===== src/rtl/uart_pkg.sv =====
// Shared UART definitions: state encodings and frame constants used by the
// transmitter and, later, the receiver.
package uart_pkg;

  typedef enum logic [2:0] {
    IDLE    = 3'd0,
    START   = 3'd1,
    DATA    = 3'd2,
    STOP    = 3'd3,
    CLEANUP = 3'd4
  } uart_state_t;

  localparam int   FRAME_DATA_BITS = 8;
  localparam int   CLK_CNT_W       = 12;
  localparam logic IDLE_LEVEL      = 1'b1;

endpackage


===== src/rtl/uart_tx_fifo.sv =====
// Synchronous byte FIFO feeding the UART transmitter. Full/empty come from
// the occupancy count; ready is registered from the next-state count.
module uart_tx_fifo
  import uart_pkg::*;
#(
  parameter  int DEPTH  = 4,
  parameter  int DATA_W = FRAME_DATA_BITS,
  localparam int PTR_W  = $clog2(DEPTH),
  localparam int CNT_W  = PTR_W + 1
) (
  input  logic              i_Clock,
  input  logic              i_Reset_n,
  input  logic              push,
  input  logic [DATA_W-1:0] push_data,
  input  logic              pop,
  output logic [DATA_W-1:0] pop_data,
  output logic [CNT_W-1:0]  count,
  output logic              empty,
  output logic              ready
);

  logic [DATA_W-1:0] mem [DEPTH];
  logic [PTR_W-1:0]  wr_ptr;
  logic [PTR_W-1:0]  rd_ptr;
  logic [CNT_W-1:0]  count_q;
  logic [CNT_W-1:0]  count_d;
  logic              ready_q;
  logic              full;
  logic              push_ok;
  logic              pop_ok;

  assign full     = (count_q == CNT_W'(DEPTH));
  assign empty    = (count_q == '0);
  assign push_ok  = push && !full;
  assign pop_ok   = pop && !empty;
  assign pop_data = mem[rd_ptr];
  assign count    = count_q;
  assign ready    = ready_q;

  always_comb begin
    count_d = count_q;
    case ({push_ok, pop_ok})
      2'b10:   count_d = count_q + CNT_W'(1);
      2'b01:   count_d = count_q - CNT_W'(1);
      default: count_d = count_q;
    endcase
  end

  always_ff @(posedge i_Clock) begin
    if (!i_Reset_n) begin
      wr_ptr  <= '0;
      rd_ptr  <= '0;
      count_q <= '0;
      ready_q <= 1'b1;
    end else begin
      if (push_ok) wr_ptr <= wr_ptr + PTR_W'(1);
      if (pop_ok)  rd_ptr <= rd_ptr + PTR_W'(1);
      count_q <= count_d;
      ready_q <= (count_d < CNT_W'(DEPTH));
    end
  end

  always_ff @(posedge i_Clock) begin
    if (push_ok) mem[wr_ptr] <= push_data;
  end

endmodule


===== src/rtl/uart_tx_buffered.sv =====
// Buffered 8N1 UART transmitter: FIFO front end plus frame FSM and shifter.
//
// state   | meaning
// IDLE    | line high; pops the next queued byte when one is available
// START   | start bit (line low) for CLKS_PER_BIT cycles
// DATA    | eight data bits, LSB first, CLKS_PER_BIT cycles each
// STOP    | stop bit (line high); Done pulses as it ends
// CLEANUP | one settling cycle before returning to IDLE
module uart_tx_buffered
  import uart_pkg::*;
#(
  parameter  int CLKS_PER_BIT = 3603,
  parameter  int FIFO_DEPTH   = 4,
  localparam int CNT_W        = $clog2(FIFO_DEPTH) + 1
) (
  input  logic             i_Clock,
  input  logic             i_Reset_n,
  input  logic             i_Tx_DV,
  input  logic [7:0]       i_Tx_Byte,
  output logic             o_Tx_Ready,
  output logic             o_Tx_Serial,
  output logic             o_Tx_Active,
  output logic             o_Tx_Done,
  output logic [CNT_W-1:0] o_Fifo_Count
);

  localparam logic [CLK_CNT_W-1:0] BIT_END  = CLK_CNT_W'(CLKS_PER_BIT - 1);
  localparam logic [2:0]           LAST_BIT = 3'(FRAME_DATA_BITS - 1);

  uart_state_t          state_q, state_d;
  logic [CLK_CNT_W-1:0] clk_cnt_q, clk_cnt_d;
  logic [2:0]           bit_idx_q, bit_idx_d;
  logic [7:0]           shift_q, shift_d;
  logic                 serial_q, serial_d;
  logic                 active_q, active_d;
  logic                 done_q, done_d;
  logic                 avail_q;
  logic                 pop;
  logic [7:0]           fifo_data;
  logic                 fifo_empty;

  uart_tx_fifo #(.DEPTH(FIFO_DEPTH), .DATA_W(FRAME_DATA_BITS)) u_fifo (
    .i_Clock   (i_Clock),
    .i_Reset_n (i_Reset_n),
    .push      (i_Tx_DV),
    .push_data (i_Tx_Byte),
    .pop       (pop),
    .pop_data  (fifo_data),
    .count     (o_Fifo_Count),
    .empty     (fifo_empty),
    .ready     (o_Tx_Ready)
  );

  // Pop decision uses a registered copy of non-empty, so a freshly written
  // byte leaves two edges after it was accepted.
  always_ff @(posedge i_Clock) begin
    if (!i_Reset_n) avail_q <= 1'b0;
    else            avail_q <= !fifo_empty;
  end

  always_comb begin
    state_d   = state_q;
    clk_cnt_d = clk_cnt_q;
    bit_idx_d = bit_idx_q;
    shift_d   = shift_q;
    serial_d  = serial_q;
    active_d  = active_q;
    done_d    = 1'b0;
    pop       = 1'b0;
    case (state_q)
      IDLE: begin
        serial_d  = IDLE_LEVEL;
        active_d  = 1'b0;
        clk_cnt_d = '0;
        bit_idx_d = '0;
        if (avail_q && !fifo_empty) begin
          pop      = 1'b1;
          shift_d  = fifo_data;
          serial_d = 1'b0;
          active_d = 1'b1;
          state_d  = START;
        end
      end
      START: begin
        if (clk_cnt_q == BIT_END) begin
          serial_d  = shift_q[0];
          bit_idx_d = '0;
          clk_cnt_d = '0;
          state_d   = DATA;
        end else begin
          clk_cnt_d = clk_cnt_q + CLK_CNT_W'(1);
        end
      end
      DATA: begin
        if (clk_cnt_q == BIT_END) begin
          clk_cnt_d = '0;
          if (bit_idx_q < LAST_BIT) begin
            bit_idx_d = bit_idx_q + 3'd1;
            serial_d  = shift_q[bit_idx_q + 3'd1];
          end else begin
            serial_d = IDLE_LEVEL;
            state_d  = STOP;
          end
        end else begin
          clk_cnt_d = clk_cnt_q + CLK_CNT_W'(1);
        end
      end
      STOP: begin
        if (clk_cnt_q == BIT_END) begin
          clk_cnt_d = '0;
          done_d    = 1'b1;
          active_d  = 1'b0;
          state_d   = CLEANUP;
        end else begin
          clk_cnt_d = clk_cnt_q + CLK_CNT_W'(1);
        end
      end
      CLEANUP: begin
        state_d = IDLE;
      end
      default: begin
        state_d  = IDLE;
        serial_d = IDLE_LEVEL;
        active_d = 1'b0;
      end
    endcase
  end

  always_ff @(posedge i_Clock) begin
    if (!i_Reset_n) begin
      state_q   <= IDLE;
      clk_cnt_q <= '0;
      bit_idx_q <= '0;
      shift_q   <= '0;
      serial_q  <= IDLE_LEVEL;
      active_q  <= 1'b0;
      done_q    <= 1'b0;
    end else begin
      state_q   <= state_d;
      clk_cnt_q <= clk_cnt_d;
      bit_idx_q <= bit_idx_d;
      shift_q   <= shift_d;
      serial_q  <= serial_d;
      active_q  <= active_d;
      done_q    <= done_d;
    end
  end

  assign o_Tx_Serial = serial_q;
  assign o_Tx_Active = active_q;
  assign o_Tx_Done   = done_q;

endmodule

===== config.mk =====
export PLATFORM = sky130hd
export DESIGN_NAME = uart_tx_buffered
export DESIGN_NICKNAME = d
export VERILOG_FILES = /design/src/rtl/uart_pkg.sv /design/src/rtl/uart_tx_fifo.sv /design/src/rtl/uart_tx_buffered.sv
export SDC_FILE = /design/constraint.sdc
export NUM_CORES = 1
export LEC_CHECK = 0
export ABC_AREA = 1
export CAP_MARGIN = 10
export CORE_MARGIN = 2
export CORE_UTILIZATION = 50
export DETAILED_ROUTE_END_ITERATION = 8
export GPL_TIMING_DRIVEN = 0
export PLACE_DENSITY = 0.71
export SETUP_SLACK_MARGIN = 0.4
export SLEW_MARGIN = 5
export SYNTH_ARGS = -nofsm -noshare
export SYNTH_HDL_FRONTEND = slang
export SYNTH_HIERARCHICAL = 1
export SYNTH_SLANG_ARGS = --single-unit

===== constraint.sdc =====
create_clock -name i_Clock -period 2.1 [get_ports i_Clock]
set_input_delay 0.315 -clock i_Clock [delete_from_list [all_inputs] [get_ports i_Clock]]
set_output_delay 0.315 -clock i_Clock [all_outputs]
set_load 0.05 [all_outputs]

==> After elaboration in Yosys (flattened, before gate mapping) <==
Memories as Yosys holds them, arrays and structs flattened. A register that Yosys moved wholly into a read port is not among the register bits.
Cells that the tools add are included.
{ "totals": {"reg_bits": 30, "mem_bits_rw": 32, "output_inout_bits": 7, "wordCells": 83, "mem_count": 1} }
{ "mem_list": {"columns": ["memory", "words", "word_bits", "rd", "rd_clocked_by_memory_dff", "write_ports", "line", "rtl"], "rows": [
  ["u_fifo.mem", 4, 8, 1, 1, 1, "uart_tx_fifo.sv:22", "logic [DATA_W-1:0] mem [DEPTH];"]
]} }
{ "classes": {"add_sub_neg": 6, "order_cmp": 3, "n_eq_ne": 14, "muxes": 27, "bitwise": 2, "reduce_logical": 19} }
{ "ops": {"columns": ["op", "count"], "rows": [
  ["3-bit 2-to-1 mux", 8],
  ["12-bit case mux with 2 select lines", 1],
  ["12-bit by 1-bit adder with 12-bit output (second input constant)", 1],
  ["12-bit == test (second input constant)", 1],
  ["12-bit 2-to-1 mux", 1],
  ["2-bit inequality test (second input constant)", 6],
  ["3-bit case mux with 4 select lines", 1],
  ["1-bit 2-to-1 mux", 11],
  ["3-bit case mux with 3 select lines", 1],
  ["3-bit by 1-bit adder with 3-bit output (second input constant)", 2],
  ["3-bit by 2-bit == test with 1-bit output (second input constant)", 2],
  ["3-bit == test (second input constant)", 2],
  ["3-bit zero test", 2],
  ["3-bit less-than comparator (second input constant)", 2],
  ["3-bit case mux with 2 select lines", 1],
  ["2-bit AND reduction", 3],
  ["3-bit OR reduction", 2],
  ["5-bit AND reduction", 1],
  ["2-bit by 1-bit adder with 2-bit output (second input constant)", 2],
  ["3-bit by 4-bit less-than comparator with 1-bit output (second input constant)", 1],
  ["1-bit case mux with 4 select lines", 1],
  ["4-bit AND reduction", 1],
  ["1-bit binary-select mux with 3-bit select", 1],
  ["3-bit by 1-bit == test with 1-bit output (second input constant)", 1],
  ["11 further kinds", 16]
]} }

==> Longest topological paths before layout <==
{ "logic_depth": {"ltp_word": 9, "depth_mapped": 16, "depth_no_buf": 16} }

==> Cells and area by module <==
The synthesis kept the hierarchy.
{ "modules_own_cells": {"columns": ["module", "instances", "cells_per_inst", "area_each_um2", "seq_area_each_um2"], "rows": [
  ["uart_tx_fifo", 1, 145, 1700.4, 1161.1],
  ["uart_tx_buffered", 1, 229, 1562.7, 600.6]
]} }

==> Worst setup path after synthesis <==
OpenSTA, ideal clock, no wires.
{ "synth_path": {"kind": "register to register", "startpoint": "register u_fifo.count_q[1], in the netlist u_fifo/count[1]", "endpoint": "register u_fifo.count_q[1], in the netlist u_fifo/count[1]", "setup_time_ps": 116, "arrival_ps": 2252, "slack_ps": -268, "path_stages_with_launch": 13, "synth_period_minus_slack_ps": 2368, "cell_sequence": "dfxtp_1 > nor2_1 > nand2_1 > inv_1 > nor2_1 > inv_1 > nor2_4 > nand2_1 > inv_1 > ha_1 > fa_1 > o21ai_0 > nor2_1"} }
{ "synth_via": {"elab_chain_len": 8} }
{ "synth_rtl": {"columns": ["item", "line", "rtl"], "rows": [
  ["start, declared", "uart_tx_fifo.sv:25", "logic [CNT_W-1:0] count_q;"],
  ["start signal, assigned", "uart_tx_fifo.sv:58", "count_q <= count_d;"],
  ["3-bit zero test (*)", "uart_tx_fifo.sv:33", "assign empty = (count_q == '0);"],
  ["net fifo_empty", "uart_tx_buffered.sv:40", "logic fifo_empty;"],
  ["1-bit zero test (*)", "uart_tx_fifo.sv:35, uart_tx_buffered.sv:76", null],
  ["1-bit logical AND", "uart_tx_buffered.sv:76", "if (avail_q && !fifo_empty) begin"],
  ["1-bit 2-to-1 mux", "uart_tx_buffered.sv:76", null],
  ["1-bit 2-to-1 mux", "uart_tx_buffered.sv:70", "case (state_q)"],
  ["1-bit logical AND (*)", "uart_tx_fifo.sv:35", "assign pop_ok = pop && !empty;"],
  ["net u_fifo.pop_ok", "uart_tx_fifo.sv:30", "logic pop_ok;"],
  ["2-bit by 1-bit == test with 1-bit output or 2-bit == test (tied branches)", "uart_tx_fifo.sv:42", "case ({push_ok, pop_ok})"],
  ["3-bit case mux with 2 select lines (*)", "uart_tx_fifo.sv:42", null]
]} }
The timed path passes the listed nets; every way through them passes the cells marked *.
A chain may end at the register's enable or synchronous reset.

==> reports/qor.csv <==
metric;value;unit
status;complete, no violations;
worst r2r src;u_fifo/count[1]$_SDFFE_PN0N_;
EDFF count, synth;32;
Seq/Total Area, Yosys;0.540;
synth cell count leaders;70 x nand2_1, 64 x nor2_1, 41 x inv_1, 40 x dfxtp_1, 32 x edfxtp_1;
Final Instance Area;0.00389;mm2
count leader, synth;nand2_1;
vias in the first global route;2428;
antenna-violating nets left;0;
CTS tree;yes;
worst path cell trace;nor2_4 -> nand2_2 -> inv_2 -> nor2_4 -> inv_2 -> nor2_4 -> nand2_2 -> inv_2 -> ha_4 -> fa_2 -> nand2_2 -> nand4_1 -> nand3_2 -> inv_1;
grt ovf;0;
Reg power frac;0.431;
CP max stage delay;0.37;ns
switching share of power;0.330;
die height;84.8;um
I/O Buffers;17;
Synth area leader;edfxtp_1;
Die Width;84.8;um
Hold Path End;o_Tx_Active$_SDFFE_PN0P_;
worst slew pin tran;0.575;ns
Area after DPL;0.00356;mm2
Die ar.;0.00719;mm2
final hold vios;0;
Placer Congestion;0.859;
yosys warns;6;
layout cells sized above 1;0.181;
Main synth FF type;dfxtp_1;
fin nets;430;
GRT Total Usage;0.192;
RSZ-0062 raised after global routing;true;
crit path time final;1.85;ns
setup violators final;0;
NetSw;0.00130;W
VDD IR max;0.563;mV
Buf/Inv on CP;4;
Area Overhead vs Synth;19.4;%
Worst path top cell family by delay;simple AND/OR/NAND/NOR gates;
vias;2534;
WL per Instance;13.1;um
hold path depth;2;
CP Launch Type;flop;
Synth top area share;0.294;
Max clock buf depth;2;
1st-iter DRT viols;128;
Num CTS Buffers;9;
DP Wirelength;4160;um
Rel. slew slack;0.616;
Hold WC Path Type;reg2reg;
flops & latches, synth;72;
Peak Freq;539;MHz
FFs w/ async S/R, synth;0;
CTS sink cnt;72;
synthesized cell area;0.00326;mm2
Clock transition at path regs;0.08;ns
Cells after Synth;374;
arrival time at the worst endpoint;2.10;ns
Remaining DRCs;0;
syn nets;394;
Max H-tree Level;3;
worst endpoint required time;2.35;ns
Critical Path Sink Type;flop;
ANT cells;0;
Setup TNS;0;ns
largest net degree at the start of global routing;15;
R2R setup slack;0.25;ns
Comb pwr share;0.253;
Crit Path Category;reg2reg;
Synth area leaders;edfxtp_1 29%, dfxtp_1 25%, nand2_1 8.1%;
Skew-Pair Late Insertion Delay;0.34;ns
Power Dens Cells;1010;mW/mm2
clk root buf;clkbuf_8;
first-pass GRT wire length;10800;um
Slew Limit Fails;0;
peak fanout along the critical path;3;
Via density;5.15;
internal power;0.00263;W
Detailed Route WL;6450;um
post-synth cell types;32;
r2r worst-path depth;14;
CTS hold repair buffers;0;
max cap viols;0;
period utilization;0.883;
initial antenna violation count;0;
Cell Rows;29;
drt first pass iters;4;
leakage;1.60;nW
Worst Skew;0.00930;ns
Avg Cell Area, Syn;8.72;um2
core area;0.00631;mm2
CP max-delay cell;fa_2;
clock share of power;0.316;
hold path start;o_Tx_Active$_SDFFE_PN0P_;
Top Ports;18;
Initial Utilization;0.517;
## worst max-delay path by stage
stage,start,to,slack [ns],cells past startpoint
after floorplan,u_fifo/count[1]$_SDFFE_PN0N_,u_fifo/count[1]$_SDFFE_PN0N_,0.13,12
after global placement,u_fifo/count[0]$_SDFFE_PN0N_,u_fifo/count[1]$_SDFFE_PN0N_,0.05,12
after detailed placement,u_fifo/count[1]$_SDFFE_PN0N_,u_fifo/count[1]$_SDFFE_PN0N_,0.05,12
after CTS,u_fifo/count[1]$_SDFFE_PN0N_,flop,0.29,16
after global routing,u_fifo/count[1]$_SDFFE_PN0N_,flop,0.14,14
final,u_fifo/count[1]$_SDFFE_PN0N_,flop,0.25,14
## metal layers
metal / global-route usage / vias to the layer above / routed length [um]
met1: 0.244 / 1174 / 3060
met5: 0 / - / 0
met3: 0.0334 / 8 / 219
li1: - / 1311 / -
met4: 0.0909 / 0 / 88
met2: 0.316 / 41 / 3080
## metrics by stage
step	cells	util	setup WS (ns)	hold slack, ns	power, W
2_1_floorplan	374	-	0.133	0.414	0.00242
3_3_place_gp	468	0.564	0.0516	0.450	0.00262
3_5_place_dp	468	0.564	0.0465	0.455	0.00264
4_1_cts	490	0.611	0.290	0.465	0.00391
5_1_grt	492	0.617	0.144	0.491	0.00416
6_report	492	0.617	0.246	0.464	0.00393
## logic make-up (layout without fill, tap and decap cells)
kind of cell	count (synthesis)	after routing	synth area share
AO/OA/AOI/OAI	61	61	0.104
XOR/XNOR	5	5	0.0134
adder cells (fa/ha/maj)	9	9	0.0368
buffers and inverters	50	91	0.0625
flip-flops	72	72	0.540
AND/OR/NAND/NOR	177	177	0.243
## cell usage in the layout, fill, tap and decap left out, types with 2 or more instances in the layout
cell type,count
a21oi_1,12
buf_4,8
buf_6,2
bufinv_16,2
clkbuf_8,9
clkdlybuf4s50_1,9
clkinv_4,3
dfxtp_1,35
dfxtp_2,2
dfxtp_4,3
dlygate4sd2_1,7
edfxtp_1,32
ha_1,7
inv_1,36
inv_2,10
inv_6,2
nand2_1,65
nand2_2,7
nand2_4,2
nand3_1,21
nand3_2,4
nand4_1,3
nor2_1,57
nor2_2,7
nor2_4,6
nor3_4,2
nor4_1,2
o21ai_0,25
o21ai_1,6
o21ai_2,2
o22ai_1,12
xnor2_1,2
xor2_1,3
## cell type report
cell class | count | area [um2]
Timing Repair Buffer | 25 | 224
Tap cell | 77 | 96.3
Fill cell | 542 | 2420
Multi-Input combinational cell | 252 | 1370
Buffer | 4 | 31.3
Sequential cell | 72 | 1780
Clock buffer | 9 | 124
Clock inverter | 7 | 104
Inverter | 46 | 173
## power by group through the flow
| stage | Sequential, W | Clock [W] | Combinational (W) |
|---|---|---|---|
| finish | 0.00169 | 0.00124 | 0.000995 |
| global route | 0.00171 | 0.00131 | 0.00113 |
| CTS | 0.00168 | 0.00126 | 0.000966 |
| detailed placement | 0.00172 | 0 | 0.000921 |
| global placement | 0.00171 | 0 | 0.000902 |
| floorplan | 0.00176 | 0 | 0.000653 |
## state kept, by name (all words and copies together) (netlist names), named ones only
name and count:
state_q 3, u_fifo/rd_ptr 2, o_Tx_Active 1, avail_q 1, bit_idx_q 3, u_fifo/ready 1, clk_cnt_q 12, o_Tx_Serial 1
u_fifo/mem 32, o_Tx_Done 1, u_fifo/count 2, u_fifo/wr_ptr 2, shift_q 8
## what timing repair did
item | 4_1_cts | 5_1_grt
endpoints found under the setup margin | 11 | 46
hold endpoints to repair | 0 | 0
gates resized for setup | 18 | 10
buffers inserted | 6 | 2
pin swaps | 4 | 2
## worst reg2reg max path, stage by stage (launching register included)
cell,delay [ns]
dfxtp_4,0.36
nor2_4,0.11
nand2_2,0.08
inv_2,0.08
nor2_4,0.04
inv_2,0.06
nor2_4,0.04
nand2_2,0.07
inv_2,0.05
ha_4,0.16
fa_2,0.37
nand2_2,0.10
nand4_1,0.11
nand3_2,0.09
inv_1,0.04
Note: power is estimated with default switching activity, not from simulation.
